===== src/rtl/debounce_bank.sv =====
//==============================================================================
// Module      : debounce_bank
// Description : Multi-channel switch debouncer with a shared prescaler tick,
//               registered rise/fall event pulses and a long-press hold flag.
// Revision    : 1.0 - initial release
//==============================================================================
`default_nettype none

module debounce_bank #(
    parameter int   NUM_CH         = 4,
    parameter int   DEBOUNCE_LIMIT = 20,
    parameter int   TICK_DIV       = 1,
    parameter int   HOLD_LIMIT     = 0,
    parameter logic INIT_STATE     = 1'b0
) (
    input  logic              i_clk,
    input  logic              i_rst_n,
    input  logic [NUM_CH-1:0] i_bouncy,
    output logic [NUM_CH-1:0] o_debounced,
    output logic [NUM_CH-1:0] o_rise,
    output logic [NUM_CH-1:0] o_fall,
    output logic [NUM_CH-1:0] o_hold
);

    localparam int                 c_CNT_W   = $clog2(DEBOUNCE_LIMIT);
    localparam logic [c_CNT_W-1:0] c_CNT_MAX = c_CNT_W'(DEBOUNCE_LIMIT - 1);

    logic w_tick;

    generate
        if (TICK_DIV == 1) begin : g_tick_every_clk
            assign w_tick = 1'b1;
        end else begin : g_prescaler
            localparam int                 c_PRE_W   = $clog2(TICK_DIV);
            localparam logic [c_PRE_W-1:0] c_PRE_MAX = c_PRE_W'(TICK_DIV - 1);

            logic [c_PRE_W-1:0] r_pre;

            always_ff @(posedge i_clk or negedge i_rst_n) begin
                if (!i_rst_n) begin
                    r_pre <= '0;
                end else if (r_pre == c_PRE_MAX) begin
                    r_pre <= '0;
                end else begin
                    r_pre <= r_pre + 1'b1;
                end
            end

            assign w_tick = (r_pre == c_PRE_MAX);
        end
    endgenerate

    generate
        for (genvar i = 0; i < NUM_CH; i++) begin : g_ch
            logic               r_s1;
            logic               r_s2;
            logic               r_state;
            logic               r_rise;
            logic               r_fall;
            logic [c_CNT_W-1:0] r_cnt;
            logic               w_flip;
            logic               w_state_nxt;

            assign w_flip      = (r_s2 != r_state) && w_tick && (r_cnt == c_CNT_MAX);
            assign w_state_nxt = w_flip ? r_s2 : r_state;

            always_ff @(posedge i_clk or negedge i_rst_n) begin
                if (!i_rst_n) begin
                    r_s1 <= INIT_STATE;
                    r_s2 <= INIT_STATE;
                end else begin
                    r_s1 <= i_bouncy[i];
                    r_s2 <= r_s1;
                end
            end

            // Any clock of agreement discards the partial count, ticked or not.
            always_ff @(posedge i_clk or negedge i_rst_n) begin
                if (!i_rst_n) begin
                    r_cnt   <= '0;
                    r_state <= INIT_STATE;
                    r_rise  <= 1'b0;
                    r_fall  <= 1'b0;
                end else begin
                    r_state <= w_state_nxt;
                    r_rise  <= w_flip &  r_s2;
                    r_fall  <= w_flip & ~r_s2;
                    if ((r_s2 == r_state) || w_flip) begin
                        r_cnt <= '0;
                    end else if (w_tick) begin
                        r_cnt <= r_cnt + 1'b1;
                    end
                end
            end

            assign o_debounced[i] = r_state;
            assign o_rise[i]      = r_rise;
            assign o_fall[i]      = r_fall;

            if (HOLD_LIMIT > 0) begin : g_hold
                localparam int                  c_HOLD_W   = $clog2(HOLD_LIMIT + 1);
                localparam logic [c_HOLD_W-1:0] c_HOLD_MAX = c_HOLD_W'(HOLD_LIMIT);

                logic [c_HOLD_W-1:0] r_hcnt;
                logic [c_HOLD_W-1:0] w_hcnt_nxt;
                logic                r_hold;

                always_comb begin
                    w_hcnt_nxt = r_hcnt;
                    if (!r_state) begin
                        w_hcnt_nxt = '0;
                    end else if (w_tick && (r_hcnt != c_HOLD_MAX)) begin
                        w_hcnt_nxt = r_hcnt + 1'b1;
                    end
                end

                // Gating with the next state drops hold on the same edge as the fall pulse.
                always_ff @(posedge i_clk or negedge i_rst_n) begin
                    if (!i_rst_n) begin
                        r_hcnt <= '0;
                        r_hold <= 1'b0;
                    end else begin
                        r_hcnt <= w_hcnt_nxt;
                        r_hold <= w_state_nxt && (w_hcnt_nxt == c_HOLD_MAX);
                    end
                end

                assign o_hold[i] = r_hold;
            end else begin : g_no_hold
                assign o_hold[i] = 1'b0;
            end
        end
    endgenerate

endmodule

`default_nettype wire


===== config.mk =====
export PLATFORM = sky130hd
export DESIGN_NAME = debounce_bank
export DESIGN_NICKNAME = d
export VERILOG_FILES = /design/src/rtl/debounce_bank.sv
export SDC_FILE = /design/constraint.sdc
export NUM_CORES = 1
export LEC_CHECK = 0
export ABC_AREA = 1
export BUFFER_PORTS_ARGS = -buffer_cell sky130_fd_sc_hd__buf_2
export CAP_MARGIN = 0
export CORE_AREA = 5 5 63 65
export CTS_BUF_LIST = sky130_fd_sc_hd__clkbuf_4 sky130_fd_sc_hd__clkbuf_8
export DETAILED_ROUTE_END_ITERATION = 16
export DIE_AREA = 0 0 68 70
export PLACE_DENSITY_LB_ADDON = 0.2
export SETUP_SLACK_MARGIN = 0.5
export SYNTH_ARGS = -nofsm -noshare
export SYNTH_HDL_FRONTEND = slang
export SYNTH_SLANG_ARGS = --single-unit

===== constraint.sdc =====
create_clock -name i_clk -period 1 [get_ports i_clk]
set_input_delay 0.2 -clock i_clk [delete_from_list [all_inputs] [get_ports i_clk]]
set_output_delay 0.2 -clock i_clk [all_outputs]
set_load 0.005 [all_outputs]

==> results of run 1 <==
-- final cells by class --
type | count | area [sq um] | area share
multi-input combinational | 102 | 851 | 0.352
clock inverter | 2 | 35.0 | 0.0145
inverter | 17 | 66.3 | 0.0274
clock buffer | 6 | 45.0 | 0.0186
sequential | 40 | 1000 | 0.415
timing repair buffer | 46 | 359 | 0.149
tap | 46 | 57.6 | 0.0238
-- worst paths after layout --
| check | startpoint | end | slack (ps) |
|---|---|---|---|
| setup / recovery | g_ch[2].r_state$_DFFE_PN0P_ | o_debounced[2] | -180 |
| hold / removal | i_rst_n | g_ch[1].r_rise$_DFF_PN0_ | -210 |
| setup reg to reg | g_ch[1].r_cnt[0]$_DFF_PN0_ | g_ch[1].r_cnt[0]$_DFF_PN0_ | -90 |
| hold reg to reg | g_ch[1].r_s1$_DFF_PN0_ | g_ch[1].r_s2$_DFF_PN0_ | 360 |
| max in group asynchronous | i_rst_n | g_ch[1].r_cnt[2]$_DFF_PN0_ | 970 |
| min in group i_clk | i_bouncy[2] | g_ch[2].r_s1$_DFF_PN0_ | -50 |
-- repair_timing --
item                                   4_1_cts  5_1_grt
gates cloned                                 0        0
resized for setup                           29       26
setup buffers                               12        2
endpoints found under the hold margin       44       44
setup endpoints to repair                   44       44
pin swaps                                    9        6
-- per-layer routing --
metal,wire length [um],global-route usage,part of all wire,vias to the layer above
met5,0,0,0,-
met4,95,0.0861,0.028,0
met3,132,0.0401,0.039,11
li1,-,-,-,608
met1,1250,0.158,0.37,625
met2,1880,0.262,0.56,30
-- power by group --
part / total, uW / internal (uW) / switching (uW)
Combinational: 342 / 163 / 178
Clock: 1070 / 552 / 518
Sequential: 1730 / 1670 / 60.6
-- sequential cells by signal, summed over array words and instances, names as in the netlist --
signal and count:
g_ch.r_fall 4, g_ch.r_s1 4, g_ch.r_rise 4, g_ch.r_s2 4
g_ch.r_state 4, g_ch.r_cnt 20
-- per-stage QoR --
step	std cells	utilization	hold WS [ps]
6_report	259	0.736	-210
2_1_floorplan	175	-	-95.6
4_1_cts	257	0.697	-201
3_5_place_dp	237	0.606	184
3_3_place_gp	237	0.606	181
5_1_grt	259	0.736	-200
-- cells in the mapped netlist, drive strengths merged --
cell,instances,area (sq um)
xnor2,4,35.0
inv,17,63.8
nor2,29,119
dfrtp,40,1000
o21ai,3,15.0
nand2,30,125
ha,4,50.1
xor2,4,35.0
o21bai,1,7.51
conb,1,3.75
buf,16,120
nand3,11,70.1
nor3,4,20.0
nand4,8,50.1
-- worst register-to-register path: cells and delay by family, from the launching register on --
| kind | cells | cell delay (ps) |
|---|---|---|
| adders and majority gates | 1 | 170 |
| buffers and inverters | 1 | 40 |
| DFF | 1 | 410 |
| and+or+nand+nor | 4 | 380 |
-- logic make-up after synthesis --
| group | count (synthesis) | synth area share |
|---|---|---|
| compound gates | 4 | 0.0131 |
| flops | 40 | 0.584 |
| simple gates | 82 | 0.224 |
| buf+inv | 33 | 0.107 |
| xor+xnor | 8 | 0.0408 |
| other cells | 1 | 0.00219 |
| fa+ha+maj | 4 | 0.0292 |
==> results_dict.tcl, run 1 <==
set metrics [dict create \
    outcome "finished, violations left" \
    violations "negative hold slack, negative setup slack" \
    fin_nets 222 \
    diodes 0 \
    clk_pin_slew_ps 120 \
    routed-via-count 1274 \
    wl_mm 3.36 \
    fin_crit_ps 1180 \
    cap_violations 0 \
    routed_via_density 4.92 \
    rows 21 \
    slew_violations 0 \
    cp-end-kind "output pin" \
    fin_hold_ws_ps -210 \
    syn_inst 172 \
    finalCritPeriodShare 1.18 \
    ys_seq_area_frac 0.584 \
    fin_area_sq_mm 0.00242 \
    top_level_ports 22 \
    crit_chain "buf_6 > buf_6" \
    cp.arrival_ps 980 \
    crit_required_ps 800 \
    grt_first_pass_wirelength_mm 5.40 \
    hold_class "input port to async pin" \
    slowest_delay_ps 410 \
    yosysWarnings 0 \
    p_leak_uw 0.00113 \
    crit_top_cell "buf_6" \
    totalPowerFinal_uw 3140 \
    dp_hpwl_mm 2.07 \
    crit_buf_inv 2 \
    die_w_um 68 \
    grt_max_degree 41 \
    cts_tree "yes" \
    core_sq_mm 0.00328 \
    rsz0062_at_grt "true" \
    p_per_area_mw_per_mm2 1300 \
    detailedPlace.worstSlack_ps -120 \
    start_util 0.522 \
    gp_congestion 0.724 \
    antenna_found_initial 0 \
    cp_slowest_cell "dfrtp_1" \
    globalRouteTotalUtil 0.151 \
    clock_skew_ps 15.8 \
    cts_root_buf "clkbuf_4" \
    cts.sinks 40 \
    finalSetupViolCount 30 \
    wl_per_cell_um 13.0 \
    drive_gt1_frac 0.521 \
    mostFrequentLayoutCells "dfrtp_1 (38), buf_4 (23), nand2_1 (19), nor2_2 (17), inv_1 (16)" \
    layout_commonest_cell "dfrtp_1" \
    hold_viol_final 44 \
    fin_ws_ps -185 \
    ir_drop_v 0.000990 \
    die_h_um 70 \
    r2r_cells 6 \
    syn_avg_cell_area_sq_um 9.97 \
    dpl_cell_area_sq_mm 0.00199 \
    io_buffers 17 \
    drc 0 \
    synthDistinctLibCells 18 \
    cts-buffers-inserted 5 \
    cts.path.max_buffers 2 \
    syn2layout_area_growth_pct 40.9 \
    detail-route-antenna-nets 0 \
    grt_overflow 0 \
    finalSetupTns_ps -1580 \
    clk_latency_ps 350 \
    fillCellCount 223 \
    die_area_sq_mm 0.00476 \
    start_kind "flip-flop" \
    grt_pass1_vias 1279 \
    synthesis.area_sq_mm 0.00172 \
    dr.pass1.iters 4 \
    initialDrtViolationCount 57 \
    worstSetupPathType "flip-flop to output pin" \
    cp_top_family "flip-flops" \
    crit_fanout 2 \
    critical_path_depth 2 \
    synth_seq_cells 40 \
    htreeDepth 2 \
    fmax_mhz 844 \
]
No activity file was read; power rests on OpenSTA's default activity.
==> inputs of run 2 (changes only) <==
==> constraint.sdc (replaced) <==
create_clock -name i_clk -period 1 [get_ports i_clk]
set_input_delay 0.2 -clock i_clk [delete_from_list [all_inputs] [get_ports i_clk]]
set_output_delay 0.2 -clock i_clk [all_outputs]
set_load 0.05 [all_outputs]
==> run 2 against run 1 <==
The run still ends with negative hold slack, negative setup slack left. Via count shrank 3.5%. Flip-flop and latch count is the same. Utilization grew 0.23 points. Clock skew shrank 2.3 ps. Highest routed layer unchanged.
==> results_dict.tcl, run 2 (synthesized netlist as in run 1, its figures left out) <==
set metrics [dict create \
    outcome "finished, violations left" \
    violations "negative hold slack, negative setup slack" \
    crit_required_ps 800 \
    cap_violations 0 \
    die_area_sq_mm 0.00476 \
    start_util 0.522 \
    die_w_um 68 \
    slowest_delay_ps 430 \
    routed-via-count 1230 \
    slew_violations 0 \
    die_h_um 70 \
    fin_nets 216 \
    wl_per_cell_um 13.3 \
    grt_overflow 0 \
    regMostFlops "g_ch.r_cnt" \
    cp_top_family "flip-flops" \
    clk_pin_slew_ps 110 \
    hold_class "input port to async pin" \
    cp.arrival_ps 940 \
    seqCellArea_sq_mm 0.00100 \
    dr.pass1.iters 4 \
    cts_tree "yes" \
    htreeDepth 2 \
    gp_congestion 0.727 \
    antenna_found_initial 0 \
    core_sq_mm 0.00328 \
    crit_fanout 2 \
    r2r_start "g_ch[3].r_state$_DFFE_PN0P_" \
    initialDrtViolationCount 37 \
    fin_ws_ps -142 \
    finalCritPeriodShare 1.14 \
    rsz0062_at_grt "true" \
    cts.sinks 40 \
    fillCellCount 218 \
    multi_input_area_sq_um 883 \
    mostFrequentLayoutCells "dfrtp_1 (39), buf_4 (19), nand2_1 (18), inv_1 (16), nor2_2 (16)" \
    diodes 0 \
    cp-end-kind "output pin" \
    layout_commonest_cell "dfrtp_1" \
    start_kind "flip-flop" \
    clk_latency_ps 340 \
    syn2layout_area_growth_pct 41.4 \
    largest_reg_flops 20 \
    fin_crit_ps 1140 \
    p_leak_uw 0.00110 \
    drive_gt1_frac 0.512 \
    cts.path.max_buffers 2 \
    totalPowerFinal_uw 2960 \
    drc 0 \
    p_per_area_mw_per_mm2 1220 \
    globalRouteTotalUtil 0.150 \
    grt_max_degree 41 \
    crit_chain "buf_6" \
    wl_mm 3.37 \
    io_buffers 17 \
    r2r_end "g_ch[3].r_cnt[2]$_DFF_PN0_" \
    grt_first_pass_wirelength_mm 5.40 \
    dp_hpwl_mm 1.98 \
    hold_viol_final 44 \
    cts_root_buf "clkbuf_4" \
    r2r_cells 4 \
    clock_skew_ps 13.5 \
    cp_slowest_cell "dfrtp_1" \
    ir_drop_v 0.00107 \
    rows 21 \
    fmax_mhz 875 \
    finalSetupViolCount 29 \
    crit_buf_inv 1 \
    fin_hold_ws_ps -196 \
    cts-buffers-inserted 5 \
    reg2reg_slack_ps -70 \
    detail-route-antenna-nets 0 \
    worstSetupPathType "flip-flop to output pin" \
    routed_via_density 4.86 \
    grt_pass1_vias 1232 \
    top_level_ports 22 \
]
[run 2: layer usage]
metal	vias to the layer above	wire length, um	track usage
li1	586	-	-
met1	612	1280	0.174
met2	25	1890	0.252
met3	7	131	0.0401
met4	0	68	0.0684
met5	-	0	0
[run 2: layout make-up]
| type | instances | area share |
|---|---|---|
| Tap cell | 46 | 0.0237 |
| Timing Repair Buffer | 40 | 0.147 |
| Sequential cell | 40 | 0.413 |
| Clock inverter | 2 | 0.00413 |
| Multi-Input combinational cell | 102 | 0.364 |
| Clock buffer | 6 | 0.0212 |
| Inverter | 17 | 0.0263 |
[run 2: power breakdown]
part	switching, uW	leakage (uW)	internal, uW	total [uW]
registers	62.7	0.000529	1670	1740
logic	212	0.000538	167	379
clock network	510	0.0000380	335	845
total	784	0.00110	2170	2960
[run 2: how the worst max path moves through the flow]
stage                                     start                          to  depth (start not counted)
floorplan            g_ch[1].r_cnt[0]$_DFF_PN0_  g_ch[1].r_cnt[0]$_DFF_PN0_                          6
detailed placement   g_ch[1].r_cnt[1]$_DFF_PN0_  g_ch[1].r_cnt[1]$_DFF_PN0_                          6
global placement     g_ch[1].r_cnt[1]$_DFF_PN0_  g_ch[1].r_cnt[4]$_DFF_PN0_                          6
global route        g_ch[3].r_state$_DFFE_PN0P_              o_debounced[3]                          1
CTS                 g_ch[1].r_state$_DFFE_PN0P_              o_debounced[1]                          1
finish              g_ch[3].r_state$_DFFE_PN0P_              o_debounced[3]                          1
[run 2: repair_timing]
item / CTS / global route
buffers inserted: 8 / 1
pin swaps: 10 / 12
setup endpoints to repair: 44 / 44
resized for setup: 43 / 32
hold endpoints to repair: 44 / 44
[run 2: metrics by stage]
step | TNS, ps | util | instance area (sq um) | instances | worst slack, ps
after floorplan | -162 | - | 1890 | 175 | -36.0
after global placement | -241 | 0.604 | 1980 | 236 | -48.9
after detailed placement | -758 | 0.604 | 1980 | 236 | -129
after CTS | -1530 | 0.689 | 2260 | 252 | -127
after global routing | -3370 | 0.738 | 2420 | 253 | -189
final | -1850 | 0.738 | 2420 | 253 | -142
==> inputs of run 3 (changes only) <==
--- a/config.mk
+++ b/config.mk
@@ -8,10 +8,10 @@
 export ABC_AREA = 1
 export BUFFER_PORTS_ARGS = -buffer_cell sky130_fd_sc_hd__buf_2
 export CAP_MARGIN = 0
-export CORE_AREA = 5 5 63 65
+export CORE_AREA = 5 5 58 71
 export CTS_BUF_LIST = sky130_fd_sc_hd__clkbuf_4 sky130_fd_sc_hd__clkbuf_8
 export DETAILED_ROUTE_END_ITERATION = 16
-export DIE_AREA = 0 0 68 70
+export DIE_AREA = 0 0 63 76
 export PLACE_DENSITY_LB_ADDON = 0.2
 export SETUP_SLACK_MARGIN = 0.5
 export SYNTH_ARGS = -nofsm -noshare
==> run 3 against run 2 <==
Worst setup slack improved by 65 ps. Total power is 14% higher. Combinational power decreased by 4%. Largest power group unchanged. Hold slack better by 55 ps. Sequential share of layout area rose by 0.16 points. Count of clock-buffer cells in the layout fell by 1. Global-route usage is 0.081 points higher. Clock power rose by 53%. The flow still finishes with violations (negative hold slack, negative setup slack). Sequential power about the same. Final area decreased by 0.52%.
==> results_dict.tcl, run 3 (synthesized netlist as in run 1, its figures left out) <==
set metrics [dict create \
    cts-buffers-inserted 5 \
    cts.sinks 40 \
    dr.pass1.iters 4 \
    combPwrFrac 0.107 \
    r2r_cells 6 \
    syn2layout_area_growth_pct 40.6 \
    fin_hold_ws_ps -141 \
    cts.path.max_buffers 2 \
    start_kind "flip-flop" \
    io_buffers 17 \
    cap_violations 0 \
    clk_pin_slew_ps 80 \
    die_h_um 76 \
    grt_pass1_vias 1336 \
    gp_congestion 0.765 \
    p_switching_uw 816 \
    hold_class "input port to async pin" \
    initialDrtViolationCount 47 \
    p_sw_frac 0.241 \
    clock_skew_ps 7.80 \
    outcome "finished, violations left" \
    core_sq_mm 0.00345 \
    crit_chain "buf_6" \
    routed_via_density 4.89 \
    p_leak_uw 0.00112 \
    clkPwrFrac 0.382 \
    critical_path_depth 1 \
    p_per_area_mw_per_mm2 1400 \
    endpoint "o_debounced[3]" \
    crit_buf_inv 1 \
    worstSetupPathType "flip-flop to output pin" \
    mostFrequentLayoutCells "dfrtp_1 (40), nor2_2 (23), nand2_1 (20), buf_6 (18), buf_4 (17)" \
    finalSetupViolCount 20 \
    grt_overflow 0 \
    r2r_start "g_ch[1].r_cnt[1]$_DFF_PN0_" \
    top_level_ports 22 \
    fmax_mhz 928 \
    layout_commonest_cell "dfrtp_1" \
    fin_area_sq_mm 0.00241 \
    fin_crit_ps 1080 \
    cp-end-kind "output pin" \
    cts_tree "yes" \
    hold_viol_final 40 \
    detail-route-antenna-nets 0 \
    dpl_cell_area_sq_mm 0.00198 \
    largest_reg_flops 20 \
    wl_mm 3.31 \
    antenna_found_initial 0 \
    htreeDepth 2 \
    globalRouteTotalUtil 0.151 \
    wl_per_cell_um 13.4 \
    rsz0062_at_grt "true" \
    finalCritPeriodShare 1.08 \
    crit_fanout 3 \
    p_seq_frac 0.511 \
    intPower_uw 2570 \
    start_util 0.497 \
    die_area_sq_mm 0.00479 \
    crit_required_ps 800 \
    drc 0 \
    diodes 0 \
    drive_gt1_frac 0.500 \
    dp_hpwl_mm 2.14 \
    fin_ws_ps -77.0 \
    violations "negative hold slack, negative setup slack" \
    fin_nets 217 \
    regMostFlops "g_ch.r_cnt" \
    slew_violations 0 \
    cp_top_family "flip-flops" \
    fin_util 0.699 \
    cts_root_buf "clkbuf_8" \
    cp.arrival_ps 880 \
    rows 24 \
    grt_first_pass_wirelength_mm 5.79 \
    ir_drop_v 0.00172 \
    clk_latency_ps 290 \
    crit_start "g_ch[3].r_state$_DFFE_PN0P_" \
    die_w_um 63 \
    reg2reg_slack_ps -60 \
    routed-via-count 1209 \
    grt_max_degree 41 \
    r2r_end "g_ch[1].r_cnt[2]$_DFF_PN0_" \
    cp_slowest_cell "dfrtp_1" \
    slowest_delay_ps 420 \
]
## run 3: worst reg2reg max path, delay by kind of cell, from the launching register on
kind,cells,cell delay [ps]
DFF,1,400
and+or+nand+nor,4,350
adders and majority gates,1,170
buffers and inverters,1,40
## run 3: cell type report
class / instances / area, sq um
fillers: 251 / 1040
flip-flops and latches: 40 / 1000
multi-input cells: 102 / 810
repair buffers: 41 / 375
clock buffers: 5 / 68.8
inverters: 17 / 66.3
well taps: 39 / 48.8
clock inverters: 3 / 42.5
## run 3: power by group through the flow
stage          Sequential (uW)  Combinational [uW]  Clock [uW]
6_report                  1730                 362        1290
4_1_cts                   1730                 338        1330
3_3_place_gp              1750                 265           0
3_5_place_dp              1760                 284           0
2_1_floorplan             1760                 173           0
5_1_grt                   1740                 401        1390
## run 3: through the flow
step           setup TNS (ps)  hold slack (ps)  total power [uW]  setup WS [ps]  std cells
6_report                 -764             -141              3380          -77.0        247
5_1_grt                 -2330             -128              3530           -125        247
4_1_cts                  -791             -139              3400          -92.6        247
3_5_place_dp             -373              184              2040          -78.2        229
3_3_place_gp             -154              179              2020          -31.1        229
2_1_floorplan            -162            -95.6              1930          -36.0        175
## run 3: timing repair
action | CTS | global route
pin swaps | 11 | 5
gates resized for setup | 46 | 24
setup buffers | 10 | 0
hold endpoints to repair | 40 | 41
endpoints found under the setup margin | 44 | 44
## run 3: worst min-delay path by stage
stage,start,end,depth (start not counted)
6_report,i_rst_n,g_ch[3].r_fall$_DFF_PN0_,2
5_1_grt,i_rst_n,g_ch[3].r_fall$_DFF_PN0_,2
4_1_cts,i_rst_n,g_ch[3].r_fall$_DFF_PN0_,2
3_5_place_dp,i_rst_n,g_ch[3].r_fall$_DFF_PN0_,2
3_3_place_gp,i_rst_n,g_ch[3].r_rise$_DFF_PN0_,2
2_1_floorplan,i_rst_n,g_ch[0].r_cnt[0]$_DFF_PN0_,0
## run 3: layer usage
metal	track usage	part of all wire	vias up
li1	-	-	588
met1	0.165	0.37	584
met2	0.266	0.55	27
met3	0.0487	0.048	10
met4	0.0573	0.026	0
met5	0	0	-
